==> src/rtl/keypad_matrix_scanner.sv <==
// 4x4 membrane keypad scanner: drives one active-low row at a time, snapshots
// the synchronized columns into a 16-bit frame, and debounces whole frames into key events.
module keypad_matrix_scanner #(
  parameter int SCAN_DIV       = 50000,
  parameter int DEBOUNCE_SCANS = 4
) (
  input  logic       clk,
  input  logic       rst,
  input  logic [3:0] kp_col,
  output logic [3:0] kp_row,
  output logic [3:0] key_code,
  output logic       key_valid,
  output logic       key_held,
  output logic       multi_key
);

  localparam int DIV_W = $clog2(SCAN_DIV);
  localparam int CNT_W = $clog2(DEBOUNCE_SCANS + 1);
  localparam logic [DIV_W-1:0] DIV_LAST = DIV_W'(SCAN_DIV - 1);
  localparam logic [CNT_W-1:0] CNT_DONE = CNT_W'(DEBOUNCE_SCANS);

  typedef enum logic [1:0] {
    IDLE     = 2'd0,
    DEBOUNCE = 2'd1,
    PRESSED  = 2'd2,
    RELEASE  = 2'd3
  } state_t;

  logic [3:0]       col_meta_q, col_meta_d;
  logic [3:0]       col_sync_q, col_sync_d;
  logic [DIV_W-1:0] div_q, div_d;
  logic [1:0]       row_idx_q, row_idx_d;
  logic [3:0][3:0]  snap_q, snap_d;
  logic             frame_valid_q, frame_valid_d;
  logic             row_tick;

  state_t           state_q, state_d;
  logic [3:0]       cand_q, cand_d;
  logic [CNT_W-1:0] cnt_q, cnt_d;
  logic [CNT_W-1:0] cnt_inc;
  logic [3:0]       key_code_q, key_code_d;
  logic             key_valid_q, key_valid_d;
  logic             key_held_q, key_held_d;
  logic             multi_key_q, multi_key_d;

  logic [15:0]      snap_bits;
  logic [4:0]       key_count;
  logic [3:0]       single_code;
  logic             is_none, is_single, is_multi;

  // Row scan timing: the last dwell cycle samples the row and advances to the next.
  always_comb begin
    col_meta_d    = kp_col;
    col_sync_d    = col_meta_q;
    row_tick      = (div_q == DIV_LAST);
    div_d         = row_tick ? '0 : div_q + 1'b1;
    row_idx_d     = row_tick ? row_idx_q + 2'd1 : row_idx_q;
    frame_valid_d = row_tick && (row_idx_q == 2'd3);
  end

  generate
    for (genvar gi = 0; gi < 4; gi++) begin : g_row
      assign kp_row[gi] = ~(row_idx_q == 2'(gi));
      // Columns are pulled up, so a low column means that key is pressed.
      assign snap_d[gi] = (row_tick && (row_idx_q == 2'(gi))) ? ~col_sync_q : snap_q[gi];
    end
  endgenerate

  assign snap_bits = snap_q;

  // Frame classification; single_code is only meaningful when exactly one bit is set.
  always_comb begin
    key_count   = '0;
    single_code = '0;
    for (int i = 0; i < 16; i++) begin
      if (snap_bits[i]) begin
        key_count   = key_count + 5'd1;
        single_code = 4'(i);
      end
    end
    is_none   = (key_count == 5'd0);
    is_single = (key_count == 5'd1);
    is_multi  = (key_count > 5'd1);
  end

  always_comb begin
    state_d     = state_q;
    cand_d      = cand_q;
    cnt_d       = cnt_q;
    key_code_d  = key_code_q;
    key_valid_d = 1'b0;
    key_held_d  = key_held_q;
    multi_key_d = multi_key_q;
    cnt_inc     = cnt_q + 1'b1;

    if (frame_valid_q) begin
      multi_key_d = is_multi;
      case (state_q)
        IDLE: begin
          if (is_single) begin
            state_d = DEBOUNCE;
            cand_d  = single_code;
            cnt_d   = CNT_W'(1);
          end
        end
        DEBOUNCE: begin
          if (is_single && (single_code == cand_q)) begin
            if (cnt_inc == CNT_DONE) begin
              state_d     = PRESSED;
              cnt_d       = '0;
              key_code_d  = cand_q;
              key_valid_d = 1'b1;
              key_held_d  = 1'b1;
            end else begin
              cnt_d = cnt_inc;
            end
          end else if (is_single) begin
            cand_d = single_code;
            cnt_d  = CNT_W'(1);
          end else begin
            state_d = IDLE;
            cnt_d   = '0;
          end
        end
        PRESSED: begin
          // Held keys never auto-repeat; only a clean release re-arms detection.
          if (is_none) begin
            state_d = RELEASE;
            cnt_d   = CNT_W'(1);
          end
        end
        RELEASE: begin
          if (is_none) begin
            if (cnt_inc == CNT_DONE) begin
              state_d    = IDLE;
              cnt_d      = '0;
              key_held_d = 1'b0;
            end else begin
              cnt_d = cnt_inc;
            end
          end else begin
            state_d = PRESSED;
            cnt_d   = '0;
          end
        end
        default: begin
          state_d = IDLE;
          cnt_d   = '0;
        end
      endcase
    end
  end

  always_ff @(posedge clk) begin
    if (rst) begin
      col_meta_q    <= 4'hF;
      col_sync_q    <= 4'hF;
      div_q         <= '0;
      row_idx_q     <= '0;
      snap_q        <= '0;
      frame_valid_q <= 1'b0;
      state_q       <= IDLE;
      cand_q        <= '0;
      cnt_q         <= '0;
      key_code_q    <= '0;
      key_valid_q   <= 1'b0;
      key_held_q    <= 1'b0;
      multi_key_q   <= 1'b0;
    end else begin
      col_meta_q    <= col_meta_d;
      col_sync_q    <= col_sync_d;
      div_q         <= div_d;
      row_idx_q     <= row_idx_d;
      snap_q        <= snap_d;
      frame_valid_q <= frame_valid_d;
      state_q       <= state_d;
      cand_q        <= cand_d;
      cnt_q         <= cnt_d;
      key_code_q    <= key_code_d;
      key_valid_q   <= key_valid_d;
      key_held_q    <= key_held_d;
      multi_key_q   <= multi_key_d;
    end
  end

  assign key_code  = key_code_q;
  assign key_valid = key_valid_q;
  assign key_held  = key_held_q;
  assign multi_key = multi_key_q;

endmodule

==> config.mk <==
export PLATFORM = sky130hd
export DESIGN_NAME = keypad_matrix_scanner
export DESIGN_NICKNAME = d
export VERILOG_FILES = /design/src/rtl/keypad_matrix_scanner.sv
export SDC_FILE = /design/constraint.sdc
export NUM_CORES = 1
export LEC_CHECK = 0
export ABC_AREA = 1
export CAP_MARGIN = 20
export CORE_MARGIN = 10
export CORE_UTILIZATION = 65
export DETAILED_ROUTE_END_ITERATION = 6
export PLACE_DENSITY_LB_ADDON = 0.3
export REMOVE_ABC_BUFFERS = 1
export SLEW_MARGIN = 20
export SYNTH_ARGS = -nofsm -noshare
export SYNTH_HDL_FRONTEND = slang
export SYNTH_SLANG_ARGS = --single-unit
==> constraint.sdc <==
create_clock -name clk -period 13.2 [get_ports clk]
set_input_delay 2.64 -clock clk [delete_from_list [all_inputs] [get_ports clk]]
set_output_delay 2.64 -clock clk [all_outputs]
set_load 0.05 [all_outputs]
==> results of run 1 <==
per-layer routing:
layer	up-vias	track usage	share of wire
li1	2222	-	-
met1	1915	0.204	0.45
met2	57	0.332	0.50
met3	9	0.0324	0.029
met4	0	0.0607	0.012
met5	-	0	0
cell usage after synthesis:
master    count
nor3b_1       1
a21boi_0      2
o21ai_1       4
clkbuf_1      3
nand3b_1      4
nor2_4        1
inv_4         1
o221ai_1      1
xor2_1        6
inv_1       116
nand3_1      50
or2_0         1
a21oi_1      36
nor3_1        7
nor4_1        5
o21bai_1      1
nand3b_2      1
buf_6         1
a21boi_1      1
nand2_2      58
nand2_4       3
nor3_2        1
nand3_2      19
nand2_1     153
or2_2        13
nor2_1       65
xnor2_2       1
nor2_2        6
a221oi_1      1
nand3_4       1
nand4_1       9
and3_1        2
inv_2         7
o21ai_0      27
dfxtp_1      59
nand2b_1      1
ha_1         23
worst register-to-register path: cells and delay by family (launching register included):
family	cells	cell delay (ns)
AND/OR/NAND/NOR	39	3.92
adder cells (fa/ha/maj)	14	3.72
buffers and inverters	8	0.48
flip-flops	1	0.33
AO/OA/AOI/OAI	1	0.21
layout make-up:
class / instances / area [um2]
clock inverters: 5 / 75.1
fillers: 518 / 1610
repair buffers: 16 / 160
well taps: 77 / 96.3
flip-flops and latches: 59 / 1180
multi-input cells: 504 / 2750
inverters: 124 / 468
clock buffers: 11 / 151
stage by stage:
| step | util | instance area (um2) |
|---|---|---|
| 2_1_floorplan | - | 4400 |
| 3_5_place_dp | 0.717 | 4650 |
| 6_report | 0.751 | 4880 |
| 3_3_place_gp | 0.717 | 4650 |
| 5_1_grt | 0.751 | 4880 |
| 4_1_cts | 0.751 | 4880 |
registers in the layout, indices dropped and copies added, names as in the netlist:
name           cells
frame_valid_q      1
col_meta_q         4
key_valid          1
state_q            2
key_code           4
cnt_q              3
col_sync_q         4
div_q             16
key_held           1
snap_bits         16
row_idx_q          2
multi_key          1
cand_q             4
kinds of logic (layout without fill, tap and decap cells):
kind of cell	Yosys count	count (layout)
simple gates	401	401
buf+inv	128	156
compound gates	73	73
flops	59	59
fa+ha+maj	23	23
xor+xnor	7	7
path summary, 6_finish.rpt:
path / to / slack, ns / depth (start not counted)
setup / recovery: state_q[1] / 4.48 / 62
hold / removal: col_sync_q[0] / 0.41 / 1
setup reg to reg: state_q[1] / 4.48 / 62
hold reg to reg: col_sync_q[0] / 0.41 / 1
report_power, final:
part,switching (mW),internal [mW]
Sequential,0.000740,0.180
Combinational,0.00520,0.00345
Clock,0.0699,0.115
==> impl_metrics.toml, run 1 <==
[routing]
dr_total_vias = 4203
final_antenna_net_count = 0
drc = 0
wl_per_cell_um = 11.4
wl_um = 9060
initialDrtViolationCount = 195
firstDrtPassIters = 5
viasPerCell = 5.28

[placement]
port_buffers = 16
place_inst = 780
globalplace.congestion = 0.817
post-place-ws_ns = 4.47
hpwl_um = 7030

[floorplanning]
ios = 17
die_width_um = 102
die-area_mm2 = 0.0105
start_util = 0.681
num_rows = 29
core_area_mm2 = 0.00649
die_y_um = 102

[synthesis]
synth-xor-area-share = 0.0156
seq_area_frac_synth = 0.267
synth_seq_cells = 59
synthTopCellsByArea = "dfxtp_1, nand2_1, inv_1"
synthAdderAreaFrac = 0.0651
syn_area_mm2 = 0.00442
synth_cells = 691
syn_avg_cell_area_um2 = 6.40
synthSimpleGateAreaFrac = 0.455
yosys.area.top_type = "dfxtp_1"
yosys_warnings = 0
yosys.area.top_type_share = 0.267
muxShareOfSynthArea = 0
synth_top_family_by_area = "simple AND/OR/NAND/NOR gates"
synth_compound_area_frac = 0.0866
synth_cell_types = 37

[cts]
cts_sinks = 59
cts_max_level = 3
cts_resized = 0
cts_max_path_buffers = 2
clockRootBuffer = "clkbuf_8"
cts_tree = "built"
cts_buffers = 9
path_clk_slew_ns = 0.06
post_cts_buffers = 0
clk_latency_ns = 0.34
cts_hold_buf = 0

[timing]
worstMarginPinSlew_ns = 0.895
fin_ws_ns = 4.48
fin_hold_ws_ns = 0.411
max_freq_mhz = 115
setup-tns-final_ns = 0
rsz0062_at_grt = "false"
slew_headroom = 0.398
drv_slew = 0
clock_skew_ns = 0.00525
setup_violations = 0
fin_crit_sh = 0.660
min_period_ns = 8.72
report.final.hold_viol_count = 0

[setup_path]
worst_path_max_delay_cell = "dfxtp_1"
worstSetupStartpointType = "register"
cp.required_ns = 13.48
r2r_start = "snap_bits[1]"
cp_top_family = "simple AND/OR/NAND/NOR gates"
startpoint = "snap_bits[1]"
end_kind = "register"
arrival_ns = 8.99
crit_fanout = 4
cp.buffers_inverters = 8
max_stage_delay_ns = 0.33
worst_path_most_repeated_cell = "nand2_1"
worstSetupPathType = "reg2reg"

[layout]
area_growth_pct = 10.4
drive_gt1_frac = 0.178
layout.nets = 743
layout_commonest_cell = "nand2_1"
num_antenna_cells = 0
instances_no_fill = 796
layout_common_cells = "nand2_1, inv_1, nor2_1"

[worst_hold_path]
hp-class = "reg2reg"
min-delay-start = "col_meta_q[0]"

[grt]
grt_max_degree = 29
grt.total_usage = 0.180
grt_first_pass_wirelength_um = 16000
grt_overflow = 0
grt_pass1_vias = 4041
antenna_found_initial = 0

[power]
power_uw = 375
irDropWorstVdd_mv = 0.122
power_density_mw_per_mm2 = 76.8
leakagePower_nw = 2.62

[run_status]
status = "completed"

[run]
maxCapViolCount = 0
Note: power is estimated with default switching activity, not from simulation.
==> run 2, diff against run 1 <==
CORE_UTILIZATION = 56   (was 65)
clock period = 7.9 ns   (was 13.2 ns; I/O delays follow)
==> run 2 against run 1 <==
Effect of this change: the flow now finishes with violations (negative setup slack); combinational power up 69%; critical path depth up 4; clock-buffer cell count unchanged; highest routed layer unchanged; core utilization up 11 points; first-iteration DRC count up 120%; register-to-register slack worse by 4.7 ns; global-route usage up 6.0 points; total power up 62%; critical path type unchanged; sequential share of layout area down 6.4 points; cell count up 20%; fmax up 7.0%.
==> impl_metrics.toml, run 2 (synthesized netlist as in run 1, its figures left out) <==
[run_status]
status = "finished with violations"
violations = "negative setup slack"

[layout]
drive_gt1_frac = 0.421
area_growth_pct = 50.2
layout_common_cells = "buf_4, nand2_1, inv_1"
num_antenna_cells = 0
final_util = 0.863
instances_no_fill = 954
final_area_mm2 = 0.00664
layout_commonest_cell = "buf_4"
layout.nets = 876
fillers = 403

[setup_path]
end_kind = "register"
crit_fanout = 5
worstSetupPathType = "reg2reg"
worstSetupStartpointType = "register"
worst_path_max_delay_cell = "dfxtp_2"
worst_path_most_repeated_cell = "buf_4"
arrival_ns = 8.37
max_stage_delay_ns = 0.33
cp.required_ns = 8.12

[cts]
cts_hold_buf = 0
cts_sinks = 59
clk_latency_ns = 0.34
cts_max_level = 3
cts_buffers = 9
path_clk_slew_ns = 0.07
cts_tree = "built"
clockRootBuffer = "clkbuf_8"
cts_max_path_buffers = 2

[timing]
fin_hold_ws_ns = 0.407
fin_ws_ns = -0.249
max_freq_mhz = 123
worstMarginPinSlew_ns = 0.865
drv_slew = 0
setup_violations = 15
fin_crit_sh = 1.03
min_period_ns = 8.15
rsz0062_at_grt = "true"
slew_headroom = 0.418
clock_skew_ns = 0.00959
report.final.hold_viol_count = 0

[power]
leakagePower_nw = 3.48
power_density_mw_per_mm2 = 91.7
irDropWorstVdd_mv = 0.201

[placement]
post-place-ws_ns = -0.742
place_inst = 827
port_buffers = 16
place_area_mm2 = 0.00485
globalplace.congestion = 0.835
hpwl_um = 7170

[routing]
initialDrtViolationCount = 437
firstDrtPassIters = 5
wl_um = 16300
drc = 0
dr_total_vias = 5467
final_antenna_net_count = 0
viasPerCell = 5.73
wl_per_cell_um = 17.1

[grt]
antenna_found_initial = 0
grt_max_degree = 29
grt_overflow = 0
grt.total_usage = 0.240
grt_first_pass_wirelength_um = 23300
grt_pass1_vias = 5262

[floorplanning]
ios = 17
die-area_mm2 = 0.0118
die_width_um = 109
core_area_mm2 = 0.00769
num_rows = 32
start_util = 0.575
die_y_um = 109

[worst_hold_path]
hp-class = "reg2reg"

[run]
maxCapViolCount = 0
==> run 2: cell count changes in the layout (fill, tap and decap cells not counted), moves of 7 or more <==
cell     change
nand2_1     -44
nand2_4     +42
nor2_4       +7
ha_4        +14
inv_2       +12
nand3_1     -16
inv_1       -16
nand3_4      +8
nand3_2      +8
buf_6        +7
buf_4      +126
ha_1        -14
==> run 2: worst max-delay path, delay by kind of cell, from the launching register on <==
family	cells	cell delay (ns)
buf+inv	25	2.57
fa+ha+maj	7	1.74
flops	1	0.33
simple gates	33	3.32
compound gates	1	0.04
==> run 2: through the flow <==
stage	power (mW)	TNS, ns
finish	0.609	-2.86
global route	0.626	-6.59
CTS	0.611	0
detailed placement	0.322	-10.80
global placement	0.322	-4.66
floorplan	0.316	-2.43
==> run 2: layout make-up <==
type / instances / area (um2) / share of cell area
clock buffers: 11 / 131 / 0.0198
clock inverters: 5 / 77.6 / 0.0117
inverters: 124 / 478 / 0.0720
multi-input cells: 504 / 3450 / 0.520
flip-flops and latches: 59 / 1180 / 0.178
well taps: 102 / 128 / 0.0192
repair buffers: 149 / 1180 / 0.179
==> run 2: where the power goes <==
part / leakage, nW / internal, mW / total, mW / switching (mW)
Combinational: 2.90 / 0.00574 / 0.0146 / 0.00889
Clock: 0.103 / 0.177 / 0.292 / 0.116
Sequential: 0.479 / 0.301 / 0.302 / 0.00120
==> run 2: final timing paths <==
| check | from | end | slack (ns) | cells past startpoint |
|---|---|---|---|---|
| setup reg to reg | snap_bits[0] | key_code[0] | -0.25 | 66 |
| hold / removal | col_meta_q[1] | col_sync_q[1] | 0.41 | 1 |
| hold reg to reg | col_meta_q[1] | col_sync_q[1] | 0.41 | 1 |
| setup / recovery | snap_bits[0] | key_code[0] | -0.25 | 66 |
==> run 2: metal layers <==
layer,wire length (um),vias up,track usage,share of wire
met5,0,-,0,0
met4,1060,0,0.177,0.065
met3,1200,113,0.0437,0.074
met2,8030,336,0.423,0.49
met1,6020,2530,0.251,0.37
li1,-,2488,-,-
==> run 2: repair_timing <==
| action | in CTS | in global routing |
|---|---|---|
| pin swaps | 49 | 76 |
| resized for setup | 68 | 106 |
| setup buffers | 120 | 14 |
| setup endpoints to repair | 16 | 16 |
| gates cloned | 0 | 0 |
==> run 3, diff against run 2 <==
CORE_ASPECT_RATIO = 0.7   (was default)
RECOVER_POWER = 50   (was default)
==> run 3 against run 2 <==
Effect of this change: the flow still finishes with violations (negative setup slack); sequential power barely moved; wire length up 2.2%; core utilization is 1.3 points lower; sequential share of layout area grew 0.10 points; via count down 0.60%; critical endpoint is now state_q[1]; largest power group is now the clock network.
==> impl_metrics.toml, run 3 (synthesized netlist as in run 1, its figures left out) <==
[run_status]
status = "finished with violations"
violations = "negative setup slack"

[routing]
final_antenna_net_count = 0
firstDrtPassIters = 7
drc = 0
initialDrtViolationCount = 445
viasPerCell = 5.83
dr_total_vias = 5434
wl_per_cell_um = 17.9
wl_um = 16700

[timing]
setup_violations = 15
min_period_ns = 8.25
max_freq_mhz = 121
fin_ws_ns = -0.352
drv_slew = 0
rsz0062_at_grt = "true"
clock_skew_ns = 0.00433
report.final.hold_viol_count = 0
fin_crit_sh = 1.04
worstMarginPinSlew_ns = 0.854
slew_headroom = 0.426

[grt]
grt.total_usage = 0.231
antenna_found_initial = 0
met3_usage = 0.0554
grt_pass1_vias = 5030
top_usage_layer = "met2"
grt_max_degree = 29
grt_overflow = 0
grtUsageMet2 = 0.398
grt_first_pass_wirelength_um = 23100
grt_use_met1 = 0.249

[cts]
path_clk_slew_ns = 0.05
cts_buffers = 9
clockRootBuffer = "clkbuf_16"
cts_tree = "built"
clk_latency_ns = 0.32
cts_max_level = 3
cts_max_path_buffers = 2
cts_sinks = 59

[placement]
post-place-ws_ns = -0.745
globalplace.congestion = 0.918
port_buffers = 16
place_area_mm2 = 0.00488
hpwl_um = 7520

[setup_path]
worst_path_max_delay_cell = "dfxtp_2"
worstSetupPathType = "reg2reg"
end_kind = "register"
worst_path_most_repeated_cell = "nand2_4"
max_stage_delay_ns = 0.32
worstSetupStartpointType = "register"
crit_fanout = 4
arrival_ns = 8.50
cp.required_ns = 8.15

[layout]
area_growth_pct = 49.5
layout.nets = 858
final_area_mm2 = 0.00661
drive_gt1_frac = 0.433
layout_common_cells = "buf_4, inv_1, nand2_1"
layout_commonest_cell = "buf_4"
num_antenna_cells = 0

[floorplanning]
start_util = 0.569
ios = 17
die_y_um = 94.3
num_rows = 27
core_area_mm2 = 0.00777
die-area_mm2 = 0.0119
die_width_um = 126

[power]
leakagePower_nw = 3.44
p_sw_uw = 128
p_clk_frac = 0.512
power_density_mw_per_mm2 = 98.4
switching_share = 0.197
power_frac_comb = 0.023
power_frac_seq = 0.466
p_int_uw = 522
irDropWorstVdd_mv = 0.136
power_uw = 650

[run]
maxCapViolCount = 0

[worst_hold_path]
hp-class = "reg2reg"
==> run 3: routing by layer <==
metal | part of all wire | vias up
li1 | - | 2456
met1 | 0.37 | 2486
met2 | 0.47 | 357
met3 | 0.081 | 135
met4 | 0.080 | 0
met5 | 0 | -
==> run 3: final cells by class <==
class | count | area, um2
tap | 101 | 126
multi-input combinational | 504 | 3530
timing repair buffer | 131 | 1040
fill | 448 | 1160
inverter | 124 | 478
sequential | 59 | 1180
clock buffer | 13 | 250
==> run 3: power by group through the flow <==
| stage | Clock [mW] | Combinational [mW] | Sequential, mW |
|---|---|---|---|
| CTS | 0.335 | 0.0143 | 0.303 |
| global placement | 0 | 0.0136 | 0.308 |
| floorplan | 0 | 0.00816 | 0.308 |
| detailed placement | 0 | 0.0142 | 0.308 |
| global route | 0.353 | 0.0163 | 0.303 |
| finish | 0.333 | 0.0147 | 0.303 |
==> run 3: critical path, delay by kind of cell, from the launching register on <==
kind,cells,cell delay (ns)
AO/OA/AOI/OAI,1,0.18
AND/OR/NAND/NOR,38,3.74
buffers and inverters,9,0.59
flip-flops,1,0.32
adder cells (fa/ha/maj),14,3.33
==> run 3: per-stage QoR <==
step | setup TNS (ns) | util | hold slack (ns) | cells
floorplan | -2.43 | - | 0.389 | 687
global route | -7.83 | 0.850 | 0.433 | 932
detailed placement | -10.71 | 0.628 | 0.396 | 830
finish | -4.16 | 0.850 | 0.409 | 932
CTS | 0 | 0.775 | 0.407 | 932
global placement | -4.18 | 0.628 | 0.396 | 830
==> run 3: final timing paths <==
check	startpoint	to	slack, ns	cells past startpoint
max	snap_bits[0]	state_q[1]	-0.35	62
min	col_meta_q[3]	col_sync_q[3]	0.41	1
min reg2reg	col_meta_q[3]	col_sync_q[3]	0.41	1
max reg2reg	snap_bits[0]	state_q[1]	-0.35	62
==> run 3: what timing repair did <==
| item | in CTS | in global routing |
|---|---|---|
| buffers inserted | 94 | 7 |
| hold buffers | 0 | 0 |
| endpoints found under the setup margin | 16 | 16 |
| pin swaps | 48 | 84 |
| gates resized for setup | 54 | 141 |
==> RTL change, RTL diff (flow settings as in run 3) <==
Re-encode `state_t` (4 states) as one-hot, 4 bits wide.
--- a/src/rtl/keypad_matrix_scanner.sv
+++ b/src/rtl/keypad_matrix_scanner.sv
@@ -19,11 +19,11 @@
   localparam logic [DIV_W-1:0] DIV_LAST = DIV_W'(SCAN_DIV - 1);
   localparam logic [CNT_W-1:0] CNT_DONE = CNT_W'(DEBOUNCE_SCANS);
 
-  typedef enum logic [1:0] {
-    IDLE     = 2'd0,
-    DEBOUNCE = 2'd1,
-    PRESSED  = 2'd2,
-    RELEASE  = 2'd3
+  typedef enum logic [3:0] {
+    IDLE     = 4'b0001,
+    DEBOUNCE = 4'b0010,
+    PRESSED  = 4'b0100,
+    RELEASE  = 4'b1000
   } state_t;
 
   logic [3:0]       col_meta_q, col_meta_d;
Function: no difference found for any inputs over 10 cycles, from zero or initial values and one cycle with rst high; not proved beyond that.
==> RTL change against run 3 <==
- worst hold slack better by 0.0041 ns
- critical path depth grew 8
- area after synthesis grew 2.2%
- total power is 8.6% higher
- the flow finishes with violations (DRC, setup timing)
- first-iteration DRC count shrank 37%
- routed wire length fell by 19%
- setup slack improved by 0.17 ns
- largest cell class unchanged
- die area increased by 1.8%
- critical endpoint is now key_code[3]
- count of clock-buffer cells in the layout is 1 lower
- sequential cell count increased by 2
- design area down 3.2%
==> RTL change: results <==
timing:
  setup_slack_ns: -0.1804
  setup_tns_ns: -1.666
  tightest_slew_ns: 0.9265
  skew_ns: 0.005747
  setup-violations-final: 17
  max-slew-margin-rel: 0.3817
power:
  vdd_ir_drop_max_mv: 0.1540
  p_seq_mw: 0.314
  pwr-share-comb: 0.021
  power_density_nw_per_um2: 110.3
  leakage_nw: 3.381
  switching_share: 0.1983
synth:
  syn_inst: 722
  yosysUniqueCellTypes: 36
  synth_area_leaders: "dfxtp_1 27%, nand2_1 17%, inv_1 10%"
  synthTopCellsByCount: "200 x nand2_1, 120 x inv_1, 74 x nor2_1, 61 x dfxtp_1, 54 x nand3_1"
  ys_seq_area_frac: 0.2703
grt:
  grt_max_degree: 31
  grt_use_total: 0.2123
  grt_first_pass_wirelength_mm: 21.63
  grt_pass1_vias: 4777
routing:
  viasPerCell: 5.390
  drc: 1
  dr.first_iter.drc_count: 282
  wl_per_cell_um: 14.41
placement:
  dp_hpwl_mm: 7.742
  placed_area_sq_um: 5032
  pre_cts_slack_ns: -1.229
  gp_congestion: 0.8813
status:
  violations: "DRC, setup timing"
  status: "complete, but fails checks"
finish:
  postLayoutCellArea_sq_um: 6397
  layout-drive-gt1-share: 0.3473
  fill_cells: 501
  final_net_count: 861
critical_path:
  worstRegToRegCells: 70
  cp_max_fo: 6
RTL change: cell count changes after synthesis, moves of 5 or more:
cell     delta
nor2_4      +5
o21ai_1     +6
nor2_1      +9
o21ai_0    -19
nand2_2    -19
nand2_1    +47
a21oi_1     -5
RTL change: worst paths after layout:
kind | from | end | slack [ns]
setup / recovery | snap_bits[1] | key_code[3] | -0.18
hold / removal | col_meta_q[1] | col_sync_q[1] | 0.41
setup reg to reg | snap_bits[1] | key_code[3] | -0.18
hold reg to reg | col_meta_q[1] | col_sync_q[1] | 0.41
RTL change: cell families after synthesis:
kind of cell | Yosys count | share of synthesized area
and+or+nand+nor | 446 | 0.4799
adders and majority gates | 23 | 0.06370
xor gates and xnor gates | 5 | 0.009692
DFF | 61 | 0.2703
buffers and inverters | 129 | 0.1074
AOI/OAI and AO/OA | 58 | 0.06896
RTL change: cell type report:
cell class | instances | share of cell area
clock buffers | 12 | 0.03853
clock inverters | 2 | 0.005476
inverters | 124 | 0.07432
multi-input cells | 532 | 0.5400
flip-flops and latches | 61 | 0.1913
well taps | 101 | 0.01975
repair buffers | 104 | 0.1306
RTL change: per-layer routing:
metal / part of all wire / vias to the layer above / routed length, um / global-route usage
li1: - / 2482 / - / -
met1: 0.43 / 2305 / 5738 / 0.2449
met2: 0.48 / 188 / 6450 / 0.3716
met3: 0.044 / 70 / 592 / 0.02827
met4: 0.053 / 0 / 709 / 0.1295
met5: 0 / - / 0 / 0
RTL change: what timing repair did:
item,in CTS,in global routing
endpoints found under the setup margin,18,18
resized for setup,75,84
pin swaps,66,79
buffers inserted,58,4
RTL change: worst max-delay path: cells and delay by family, from the launching register on:
kind / cells / cell delay, ns
fa+ha+maj: 4 / 0.87
flops: 1 / 0.32
buf+inv: 32 / 3.62
simple gates: 34 / 3.15
